$ cat src/rtl/mux_scan_reg_if.sv
// ---------------------------------------------------------------------------
// mux_scan_reg_if
// Bundles the channel inputs, control strobes and registered sample outputs
// of mux_scan_reg.
//   data_in   : CHANNELS*WIDTH, channel k at [k*WIDTH +: WIDTH]
//   sel       : manual channel select
//   mode      : 0 = manual select, 1 = auto-scan
//   enable    : capture request
//   out_ready : downstream accept
//   out_data  : registered sample of the selected channel
//   out_ch    : channel index of out_data
//   out_valid : out_data/out_ch hold an unaccepted sample
//   err       : sticky out-of-range manual select flag
// Modports: master = the side driving inputs, slave = mux_scan_reg itself.
// ---------------------------------------------------------------------------
interface mux_scan_reg_if #(
  parameter int WIDTH    = 8,
  parameter int CHANNELS = 4
) ();
  localparam int SELW = $clog2(CHANNELS);

  logic [CHANNELS*WIDTH-1:0] data_in;
  logic [SELW-1:0]           sel;
  logic                      mode;
  logic                      enable;
  logic                      out_ready;
  logic [WIDTH-1:0]          out_data;
  logic [SELW-1:0]           out_ch;
  logic                      out_valid;
  logic                      err;

  modport master (
    output data_in, sel, mode, enable, out_ready,
    input  out_data, out_ch, out_valid, err
  );

  modport slave (
    input  data_in, sel, mode, enable, out_ready,
    output out_data, out_ch, out_valid, err
  );
endinterface

$ cat src/rtl/mux_scan_reg.sv
// ---------------------------------------------------------------------------
// mux_scan_reg
// Captures one of CHANNELS input channels into a single-entry output
// register with a valid/ready handshake. The channel comes either from the
// manual select (sel) or from an internal scan pointer that steps to the
// next channel after DWELL captures.
//   Clock  : rising-edge clock
//   Resetn : asynchronous active-low reset
//   bus    : mux_scan_reg_if.slave (data_in, sel, mode, enable, out_ready in;
//            out_data, out_ch, out_valid, err out)
// All outputs come straight from flops; no input reaches an output
// combinationally.
// ---------------------------------------------------------------------------
module mux_scan_reg #(
  parameter int WIDTH    = 8,
  parameter int CHANNELS = 4,
  parameter int DWELL    = 4
) (
  input  logic         Clock,
  input  logic         Resetn,
  mux_scan_reg_if.slave bus
);
  localparam int SELW = $clog2(CHANNELS);
  localparam int DCW  = (DWELL > 1) ? $clog2(DWELL) : 1;

  localparam logic [SELW:0]   NUM_CH  = (SELW + 1)'(CHANNELS);
  localparam logic [SELW-1:0] LAST_CH = SELW'(CHANNELS - 1);
  localparam logic [DCW-1:0]  LAST_DW = DCW'(DWELL - 1);

  typedef enum logic {EMPTY = 1'b0, FULL = 1'b1} state_t;

  state_t          state;
  logic [SELW-1:0] ptr;
  logic [DCW-1:0]  dwell;
  logic            mode_q;

  logic             capture;
  logic             auto_entry;
  logic             sel_ok;
  logic [SELW-1:0]  eff_ptr;
  logic [DCW-1:0]   eff_dwell;
  logic [SELW-1:0]  ch;
  logic [WIDTH-1:0] ch_data;
  logic [SELW-1:0]  ptr_next;
  logic [DCW-1:0]   dwell_next;

  // NOTE: every always_comb output gets a default before any branch, so no
  // path leaves a signal unassigned and no latch is inferred.
  always_comb begin
    capture    = bus.enable && ((state == EMPTY) || bus.out_ready);
    // First auto cycle after manual: scan restarts from channel 0, dwell 0.
    auto_entry = bus.mode && !mode_q;
    eff_ptr    = auto_entry ? '0 : ptr;
    eff_dwell  = auto_entry ? '0 : dwell;
    sel_ok     = {1'b0, bus.sel} < NUM_CH;

    ch = '0;
    if (bus.mode) begin
      ch = eff_ptr;
    end else if (sel_ok) begin
      ch = bus.sel;
    end
    ch_data = bus.data_in[ch*WIDTH +: WIDTH];

    // Explicit wrap so a non-power-of-two channel count never reaches an
    // unused index.
    ptr_next   = eff_ptr;
    dwell_next = eff_dwell + 1'b1;
    if (eff_dwell == LAST_DW) begin
      dwell_next = '0;
      ptr_next   = (eff_ptr == LAST_CH) ? '0 : eff_ptr + 1'b1;
    end
  end

  assign bus.out_valid = (state == FULL);

  // NOTE: sequential state uses non-blocking assignments only, so every flop
  // samples the pre-edge value of every other flop regardless of order.
  // NOTE: the asynchronous reset clears the held sample too; a sample held
  // under backpressure is deliberately discarded.
  always_ff @(posedge Clock or negedge Resetn) begin
    if (!Resetn) begin
      state        <= EMPTY;
      bus.out_data <= '0;
      bus.out_ch   <= '0;
      bus.err      <= 1'b0;
      ptr          <= '0;
      dwell        <= '0;
      mode_q       <= 1'b0;
    end else begin
      mode_q <= bus.mode;

      // Scan restart is committed on the entry cycle even when it does not
      // capture, so the pointer starts from 0 whenever the first capture lands.
      if (auto_entry) begin
        ptr   <= '0;
        dwell <= '0;
      end

      if (capture) begin
        state        <= FULL;
        bus.out_data <= ch_data;
        bus.out_ch   <= ch;
        if (bus.mode) begin
          ptr   <= ptr_next;
          dwell <= dwell_next;
        end else if (!sel_ok) begin
          bus.err <= 1'b1;
        end
      end else if ((state == FULL) && bus.out_ready) begin
        // Drain: data and channel keep their last values.
        state <= EMPTY;
      end
    end
  end
endmodule

$ cat src/flat_wrapper.sv
// flat-port wrapper written by rule: the top's interface ports become plain ports
module mux_scan_reg_flat 
#(
  parameter int WIDTH    = 8,
  parameter int CHANNELS = 4,
  parameter int DWELL    = 4
)
  (Clock, Resetn, bus_data_in, bus_sel, bus_mode, bus_enable, bus_out_ready, bus_out_data, bus_out_ch, bus_out_valid, bus_err);
  mux_scan_reg_if #(.WIDTH(WIDTH), .CHANNELS(CHANNELS)) bus_i ();
  input  logic Clock;
  input  logic Resetn;
  input wire logic [$bits(bus_i.data_in)-1:0] bus_data_in;
  input wire logic [$bits(bus_i.sel)-1:0] bus_sel;
  input wire logic [$bits(bus_i.mode)-1:0] bus_mode;
  input wire logic [$bits(bus_i.enable)-1:0] bus_enable;
  input wire logic [$bits(bus_i.out_ready)-1:0] bus_out_ready;
  output wire logic [$bits(bus_i.out_data)-1:0] bus_out_data;
  output wire logic [$bits(bus_i.out_ch)-1:0] bus_out_ch;
  output wire logic [$bits(bus_i.out_valid)-1:0] bus_out_valid;
  output wire logic [$bits(bus_i.err)-1:0] bus_err;
  assign bus_i.data_in = bus_data_in;
  assign bus_i.sel = bus_sel;
  assign bus_i.mode = bus_mode;
  assign bus_i.enable = bus_enable;
  assign bus_i.out_ready = bus_out_ready;
  assign bus_out_data = bus_i.out_data;
  assign bus_out_ch = bus_i.out_ch;
  assign bus_out_valid = bus_i.out_valid;
  assign bus_err = bus_i.err;
  mux_scan_reg #(.WIDTH(WIDTH), .CHANNELS(CHANNELS), .DWELL(DWELL)) u_core (.Clock(Clock), .Resetn(Resetn), .bus(bus_i));
endmodule
$ cat config.mk
export PLATFORM = sky130hd
export DESIGN_NAME = mux_scan_reg_flat
export DESIGN_NICKNAME = d
export VERILOG_FILES = /design/src/rtl/mux_scan_reg_if.sv /design/src/rtl/mux_scan_reg.sv /design/src/flat_wrapper.sv
export SDC_FILE = /design/constraint.sdc
export NUM_CORES = 1
export LEC_CHECK = 0
export ABC_AREA = 1
export CAP_MARGIN = 40
export CORE_ASPECT_RATIO = 0.5
export CORE_UTILIZATION = 39
export CTS_BUF_LIST = sky130_fd_sc_hd__clkbuf_8
export CTS_CLUSTER_SIZE = 10
export DETAILED_ROUTE_END_ITERATION = 8
export PLACE_DENSITY = 0.85
export RECOVER_POWER = 25
export SLEW_MARGIN = 20
export SYNTH_ARGS = -nofsm -noshare
export SYNTH_HDL_FRONTEND = slang
export SYNTH_SLANG_ARGS = --single-unit
$ cat constraint.sdc
create_clock -name Clock -period 1.7 [get_ports Clock]
set_input_delay 0.255 -clock Clock [delete_from_list [all_inputs] [get_ports Clock]]
set_output_delay 0.255 -clock Clock [all_outputs]
set_load 0.005 [all_outputs]
### After elaboration in Yosys (flattened, before gate mapping)

Cells that the tools add are included.

| storage, ports and cells | value |
|---|---|
| logic and storage cells | 30 |
| output and inout port bits | 12 |
| bits in latches | 0 |
| bits in writable memories | 0 |
| memories | 0 |
| ROM bits | 0 |
| input port bits | 39 |
| flip-flop bits (word level) | 16 |

| cells by class | value |
|---|---|
| magnitude comparators | 0 |
| eq/ne operators | 2 |
| $mul | 0 |
| div/mod/pow operators | 0 |
| add/sub/neg operators | 2 |
| reductions and logical operators | 6 |
| bitwise operators | 1 |
| muxes and demuxes | 12 |
| shift operators | 1 |

Operator list:

| kind | count |
|---|---|
| indexed part select 32 x 6 -> 8 bit | 1 |
| two-way mux 2 bit | 10 |
| adder 2 x 1 -> 2 bit (second input constant) | 2 |
| equality test 2 bit (second input constant) | 2 |
| logical AND 1 bit | 3 |
| two-way mux 1 bit | 2 |
| nonzero test 2 bit | 1 |
| logical NOT 1 bit | 1 |
| logical OR 1 bit | 1 |
| NOT 1 bit | 1 |

### Depth between registers and ports, before layout

Gate-level depths: netlist of the first run.

| logic depth | value |
|---|---|
| depth in word-level cells | 8 |
| gate-level depth with buffers | 9 |
| depth with buffers taken out | 8 |

### Worst setup path after synthesis of the first run

Ideal clock, no wire load.

| path | value |
|---|---|
| path kind | register to register |
| from | register u_core.mode_q |
| to | register u_core.bus.out_data[6] |
| library setup time | 0.118 ns |
| arrival time | 1.022 ns |
| setup slack | 0.560 ns |
| data required time | 1.582 ns |
| clock period less this slack | 1.140 ns |
| stages on the path, launching flop included | 9 |
| cells stage by stage | dfrtp_1 -> nand3_2 -> nand2_4 -> buf_12 -> nand2_2 -> nand3_1 -> nand2_1 -> nand2_1 -> nand2_1 |

| between the ends | value |
|---|---|
| longest elaborated chain between the ends | 5 |

RTL lines:

| what | RTL line | text |
|---|---|---|
| start, declared | mux_scan_reg.sv:35 | `logic mode_q;` |
| start signal, assigned | mux_scan_reg.sv:91 | `mode_q <= bus.mode;` |
| logical NOT 1 bit | mux_scan_reg.sv:52 | `auto_entry = bus.mode && !mode_q;` |
| logical AND 1 bit | mux_scan_reg.sv:52 |  |
| two-way mux 2 bit | mux_scan_reg.sv:53 | `eff_ptr = auto_entry ? '0 : ptr;` |
| two-way mux 2 bit | mux_scan_reg.sv:58 | `if (bus.mode) begin` |
| indexed part select 32 x 6 -> 8 bit | mux_scan_reg.sv:63 | `ch_data = bus.data_in[ch*WIDTH +: WIDTH];` |
| end signal, assigned | mux_scan_reg.sv:102 | `bus.out_data <= ch_data;` |
| end, declared | mux_scan_reg_if.sv:39 | `output out_data, out_ch, out_valid, err` |

Every way passes these cells.
A chain may end at the register's enable or synchronous reset.

### Worst setup path after layout of the first run

| path | value |
|---|---|
| from | input port bus_mode |
| to | register u_core.bus.out_data[4] |

| between the ends | value |
|---|---|
| longest elaborated chain between the ends | 4 |

RTL lines:

| what | RTL line | text |
|---|---|---|
| start, declared | flat_wrapper.sv:14 | `input wire logic [$bits(bus_i.mode)-1:0] bus_mode;` |
| logical AND 1 bit | mux_scan_reg.sv:52 |  |
| two-way mux 2 bit | mux_scan_reg.sv:53 |  |
| two-way mux 2 bit * | mux_scan_reg.sv:58 |  |
| indexed part select 32 x 6 -> 8 bit * | mux_scan_reg.sv:63 |  |

Mark *: on every way between the ends. The rest lies on a longest branch, timed or not.

==> results of run 1 <==
[registers in the layout (all words and copies together) (netlist names)]
name	count
u_core.ptr	2
u_core.bus.out_data	8
u_core.bus.out_ch	2
u_core.bus.out_valid	1
u_core.dwell	2
u_core.mode_q	1
[stage by stage]
step / setup TNS [ns] / worst slack, ns / hold WS [ns]
finish: 0 / 0.222 / 0.477
global route: 0 / 0.119 / 0.498
CTS: 0 / 0.237 / 0.315
detailed placement: -0.0719 / -0.0235 / 0.464
global placement: 0 / 0.0243 / 0.455
floorplan: 0 / 0.560 / -0.0406
[cells by family after synthesis]
family,Yosys count,synth area share
buffers and inverters,44,0.164
AO/OA/AOI/OAI,5,0.0245
XOR/XNOR,2,0.0149
flip-flops,16,0.341
AND/OR/NAND/NOR,100,0.442
other,1,0.00319
adder cells (fa/ha/maj),1,0.0106
[worst max-delay path by stage]
stage	end	start	slack (ns)
3_3_place_gp	u_core.bus.out_data[4]$_DFFE_PN0P_	bus_mode	0.02
2_1_floorplan	u_core.bus.out_data[6]$_DFFE_PN0P_	u_core.mode_q$_DFF_PN0_	0.56
5_1_grt	u_core.bus.out_data[2]$_DFFE_PN0P_	bus_mode	0.12
4_1_cts	u_core.bus.out_data[2]$_DFFE_PN0P_	bus_mode	0.24
6_report	u_core.bus.out_data[4]$_DFFE_PN0P_	bus_mode	0.22
3_5_place_dp	u_core.bus.out_data[4]$_DFFE_PN0P_	bus_mode	-0.02
[synth_stat cells]
cell and count:
a21boi_0 1, a31oi_1 1, buf_12 1, buf_4 3, clkbuf_1 1, clkinv_1 1, conb_1 1, dfrtp_1 16
ha_1 1, inv_1 36, inv_2 2, nand2_1 50, nand2_2 10, nand2_4 3, nand3_1 24, nand3_2 10
nand3b_1 1, nor2_1 2, o21ai_0 1, o21ai_1 2, xor2_1 2
[worst register-to-register path: stages (launching register included)]
cell and delay [ns]:
dfrtp_1 0.38, nand3_2 0.15, nand2_4 0.23, nand2_1 0.08, nand3_1 0.08, nand2_1 0.08
nand2_1 0.06, nand2_1 0.06
[placed cells by master, fill, tap and decap left out]
master           synthesis  routed
dfrtp_1                 16      16
buf_12                   1       2
nand2_1                 50      50
o21ai_0                  1       1
clkbuf_8                 0       4
conb_1                   1       1
nand3_1                 24      24
dlygate4sd3_1            0       1
clkbuf_1                 1       1
nand3b_1                 1       1
inv_2                    2       2
nand2_2                 10      10
clkdlybuf4s50_1          0      48
a21boi_0                 1       1
a31oi_1                  1       1
nand3_2                 10      10
buf_4                    3       4
nand2_4                  3       3
inv_1                   36      36
o21ai_1                  2       2
xor2_1                   2       2
clkinv_1                 1       1
ha_1                     1       1
nor2_1                   2       2
[power breakdown]
group          leakage [nW]  total, mW  internal [mW]  switching, mW
clock                0.0288      0.343          0.206          0.137
combinational         0.746      0.391          0.225          0.166
sequential            0.200      0.464          0.436         0.0283
total                 0.975       1.20          0.867          0.332
[layer usage]
metal  global-route usage  vias up
met1                0.219      531
met3               0.0400        4
met5                    0        -
met2                0.355       28
met4               0.0727        0
li1                     -      619
[final cells by class]
class	instances	area [sq um]	share of cell area
clock buffers	4	55.1	0.0307
inverters	39	146	0.0816
multi-input cells	109	582	0.324
flip-flops and latches	16	400	0.223
well taps	37	46.3	0.0258
repair buffers	56	564	0.315
==> results.cfg, run 1 <==
[layout]
area_delta_synth_final_pct = 52.7
nets = 265
n_antenna_cell = 0
finalNonFillerCells = 261
drive_gt1_frac = 0.156
post-route-util = 0.661
fillers = 210
design_area_sq_um = 1790

[synthesis]
yosysTopAreaCell = dfrtp_1
synth_seq_area_share = 0.341
syn_area_sq_um = 1170
netlist_instances = 169
netlist.area_leader.share = 0.341
syn_nets = 209
synth_seq_cells = 16
ys_types = 21
synth_area_leaders = dfrtp_1 34%, nand2_1 16%, inv_1 12%
synth_warnings = 0
avgSynthCellArea_sq_um = 6.95

[worst_setup_path]
crit_arrival_ns = 1.62
rrSetupSlack_ns = 0.48
r2r_end = u_core.bus.out_data[4]$_DFFE_PN0P_
timing.rr.start = u_core.mode_q$_DFF_PN0_
critical_path_buf_inv_count = 2
crit_fanout = 16
cp.depth = 9
slowest_stage = clkdlybuf4s50_1
critPathRequiredTime_ns = 1.85
critical-path-top-delay-family = simple AND/OR/NAND/NOR gates
worstSetupStartpointType = input pin
crit_path_max_incr_delay_ns = 0.51
reg2regPathDepth = 7
crit_top_cell = nand2_1
end_kind = flip-flop
crit_chain = clkdlybuf4s50_1, inv_2, nand2_4, nand2_4, nand2_1, nand3_1, nand2_1, nand2_1, nand2_1
critPathKind = input pin to flip-flop

[sta]
finalHoldViolCount = 0
finalCritPeriodShare = 0.870
fmax_mhz = 676
fin_skew_ns = 0.00232
rsz0062_at_grt = false
worst_pin_slew_ns = 0.844
slew_headroom = 0.438
slew_viol_final = 0
fin_crit_ns = 1.48
setup_viol_count_final = 0

[grt]
grt_pass1_wl_mm = 4.47
grt_usage = 0.187
grt_pass1_vias = 1096
antenna_found_initial = 0
grt_start_max_net_pins = 18
overflow = 0

[floorplan]
core_area_sq_um = 2720
die_x_um = 79.6
start_util = 0.433
die_h_um = 40.8
die-area_sq_um = 3250
rows = 13
ioPinCount = 51

[worst_hold_path]
hold_end = u_core.ptr[1]$_DFF_PN0_
hp-start = u_core.ptr[1]$_DFF_PN0_
hold_class = flip-flop to flip-flop
whs_path_depth = 1

[clocking]
clkSinkCount = 16
post_cts_resized = 0
cts_root_buf = clkbuf_8
ctsHoldBuffers = 0
cts_buffer_depth = 2
post-cts-setup-buffers = 0
htreeDepth = 1
cts_tree = yes
cts_buffers = 3
path_clk_slew_ns = 0.07
clk-insertion-delay-late_ns = 0.25

[drt]
postRouteAntennaNets = 0
wl_per_cell_um = 11.0
first_pass_iters = 4
dr.max_layer_used = met4
dr_wl_met3_um = 127
finalWirelength_mm = 2.87
drt_iter0_markers = 58
via_per_inst = 4.53
wl_met2_mm = 1.39
met1Wirelength_mm = 1.30
drc = 0
vias = 1182

[power_and_ir_drop]
p_per_area_nw_per_um2 = 668
cellLeakagePower_nw = 0.975
ir_drop_v = 0.000311
power_mw = 1.20

[placement]
hpwl_mm = 2.34
globalplace.congestion = 0.812
post_dp_cell_area_sq_um = 1740
dp.cells = 257
io_buffer_count = 49

[status]
status = finished, final reports clean

[job]
max_cap_viol_count = 0
Note: power is estimated with default switching activity, not from simulation.
==> run 2: changes to the inputs <==
Settings changed: ABC_CLOCK_PERIOD_IN_PS from default to 1700.
==> results of run 2 <==
No change in the layout: final DEF, timing and power equal those of run 1.
==> run 3: changes to the inputs <==
Settings changed: CORE_MARGIN from default to 3.
==> run 3 against run 2 <==
  * Via count is 0.25% higher
  * Count of clock-buffer cells in the layout stayed put
  * Worst hold slack better by 0.0071 ns
  * Routed wire length is 0.52% higher
  * Non-clock buffer count is 2 lower
  * Largest cell class unchanged
  * Combinational power is 2% lower
  * Cell count is 0.77% lower
  * Cell area is 1.5% lower
  * Worst setup slack better by 0.035 ns
==> results.cfg, run 3 (same netlist as run 1, synthesis figures left out) <==
[status]
status = finished, final reports clean

[sta]
setup_tns_ns = 0
slew_headroom = 0.439
setup_viol_count_final = 0
finalCritPeriodShare = 0.849
fin_crit_ns = 1.44
rsz0062_at_grt = false
fmax_mhz = 693
worst_pin_slew_ns = 0.841
slew_viol_final = 0
finalHoldViolCount = 0
fin_skew_ns = 0.00104

[worst_setup_path]
crit_top_cell = nand2_1
critPathRequiredTime_ns = 1.84
setup.worst_path.start = bus_mode
worstSetupEndpoint = u_core.bus.out_data[0]$_DFFE_PN0P_
crit_arrival_ns = 1.58
cp.depth = 9
critPathKind = input pin to flip-flop
crit_path_max_incr_delay_ns = 0.51
crit_chain = clkdlybuf4s50_1, inv_2, nand2_4, nand2_4, nand2_1, nand3_1, nand2_1, nand2_1, nand2_1
rrSetupSlack_ns = 0.43
r2r_end = u_core.bus.out_data[0]$_DFFE_PN0P_
slowest_stage = clkdlybuf4s50_1
timing.rr.start = u_core.mode_q$_DFF_PN0_
end_kind = flip-flop
worstSetupStartpointType = input pin
critical_path_buf_inv_count = 2
reg2regPathDepth = 7
critical-path-top-delay-family = simple AND/OR/NAND/NOR gates
crit_fanout = 16

[job]
max_cap_viol_count = 0

[clocking]
cts_root_buf = clkbuf_8
post_cts_resized = 0
cts_buffer_depth = 2
cts_tree = yes
path_clk_slew_ns = 0.06
htreeDepth = 1
post-cts-setup-buffers = 0
ctsHoldBuffers = 0
clkSinkCount = 16
clk-insertion-delay-late_ns = 0.25
cts_buffers = 3

[layout]
post-route-util = 0.647
n_antenna_cell = 0
most-common-layout-cells = 50 x nand2_1, 48 x clkdlybuf4s50_1, 36 x inv_1
top_register = u_core.bus.out_data
final_common_cell = nand2_1
design_area_sq_um = 1770
area_delta_synth_final_pct = 50.4
drive_gt1_frac = 0.149
largest_register_ffs = 8
nets = 263

[drt]
first_pass_iters = 4
drt_iter0_markers = 33
finalWirelength_mm = 2.88
postRouteAntennaNets = 0
vias = 1185
wl_per_cell_um = 11.1
drc = 0
via_per_inst = 4.58

[floorplan]
core_area_sq_um = 2730
start_util = 0.430
ioPinCount = 51
rows = 13
die_x_um = 83.6
die_h_um = 44.8
die-area_sq_um = 3750

[grt]
grt_usage = 0.154
overflow = 0
grt_start_max_net_pins = 18
antenna_found_initial = 0
grt_pass1_vias = 1125
grt_pass1_wl_mm = 4.66

[placement]
hpwl_mm = 2.41
post_dp_cell_area_sq_um = 1720
io_buffer_count = 49
globalplace.congestion = 0.743

[power_and_ir_drop]
ir_drop_v = 0.000355
p_comb_frac = 0.326
cellLeakagePower_nw = 0.959
internal_power_mw = 0.861
p_per_area_nw_per_um2 = 667
netSwitchingFraction = 0.269
seq_power_share = 0.393
switchingPower_mw = 0.317
power_mw = 1.18
clock_power_share = 0.282

[worst_hold_path]
hold_class = flip-flop to flip-flop
==> run 3: cell types whose count changed in the layout (fill, tap and decap cells not counted) <==
cell    delta
buf_4      -1
buf_12     -1
==> run 3: worst min path at each step <==
stage | startpoint | to | slack [ns] | depth (start not counted)
floorplan | Resetn | u_core.bus.out_ch[0]$_DFFE_PN0P_ | -0.04 | 0
global placement | u_core.ptr[1]$_DFF_PN0_ | u_core.ptr[1]$_DFF_PN0_ | 0.45 | 1
detailed placement | u_core.ptr[1]$_DFF_PN0_ | u_core.ptr[1]$_DFF_PN0_ | 0.46 | 1
CTS | Resetn | u_core.bus.out_data[6]$_DFFE_PN0P_ | 0.32 | 2
global route | u_core.bus.out_data[7]$_DFFE_PN0P_ | u_core.bus.out_data[7]$_DFFE_PN0P_ | 0.50 | 2
finish | u_core.bus.out_data[7]$_DFFE_PN0P_ | u_core.bus.out_data[7]$_DFFE_PN0P_ | 0.48 | 2
==> run 3: through the flow <==
step                std cells  hold WS [ns]  setup slack, ns
CTS                       259         0.321            0.269
detailed placement        255         0.464         -0.00175
floorplan                 169       -0.0406            0.560
global placement          255         0.453           0.0645
global route              259         0.501            0.151
finish                    259         0.484            0.257
==> run 3: metal layers <==
metal	vias up	wire length, um	GRT usage
li1	610	-	-
met1	543	1230	0.183
met2	28	1500	0.292
met3	4	114	0.0401
met4	0	34	0.0321
met5	-	0	0
==> run 3: area by class of cell <==
class                           count  area (sq um)
Fill cell                         230           966
Clock buffer                        4          55.1
Tap cell                           37          46.3
Timing Repair Buffer               54           537
Inverter                           39           146
Multi-Input combinational cell    109           582
Sequential cell                    16           400
==> run 3: power by group through the flow <==
stage                     clock network (mW)  logic, mW  registers [mW]
after floorplan                            0      0.172           0.471
after global placement                     0      0.379           0.468
after detailed placement                   0      0.387           0.469
after CTS                              0.338      0.390           0.463
after global routing                   0.351      0.425           0.469
final                                  0.332      0.384           0.463
==> run 3: worst reg2reg max path, stage by stage (launching register included) <==
cell     delay, ns
dfrtp_1       0.40
nand3_2       0.11
buf_4         0.25
nand3_1       0.10
nand3_1       0.10
nand2_1       0.08
nand2_1       0.07
nand2_1       0.06
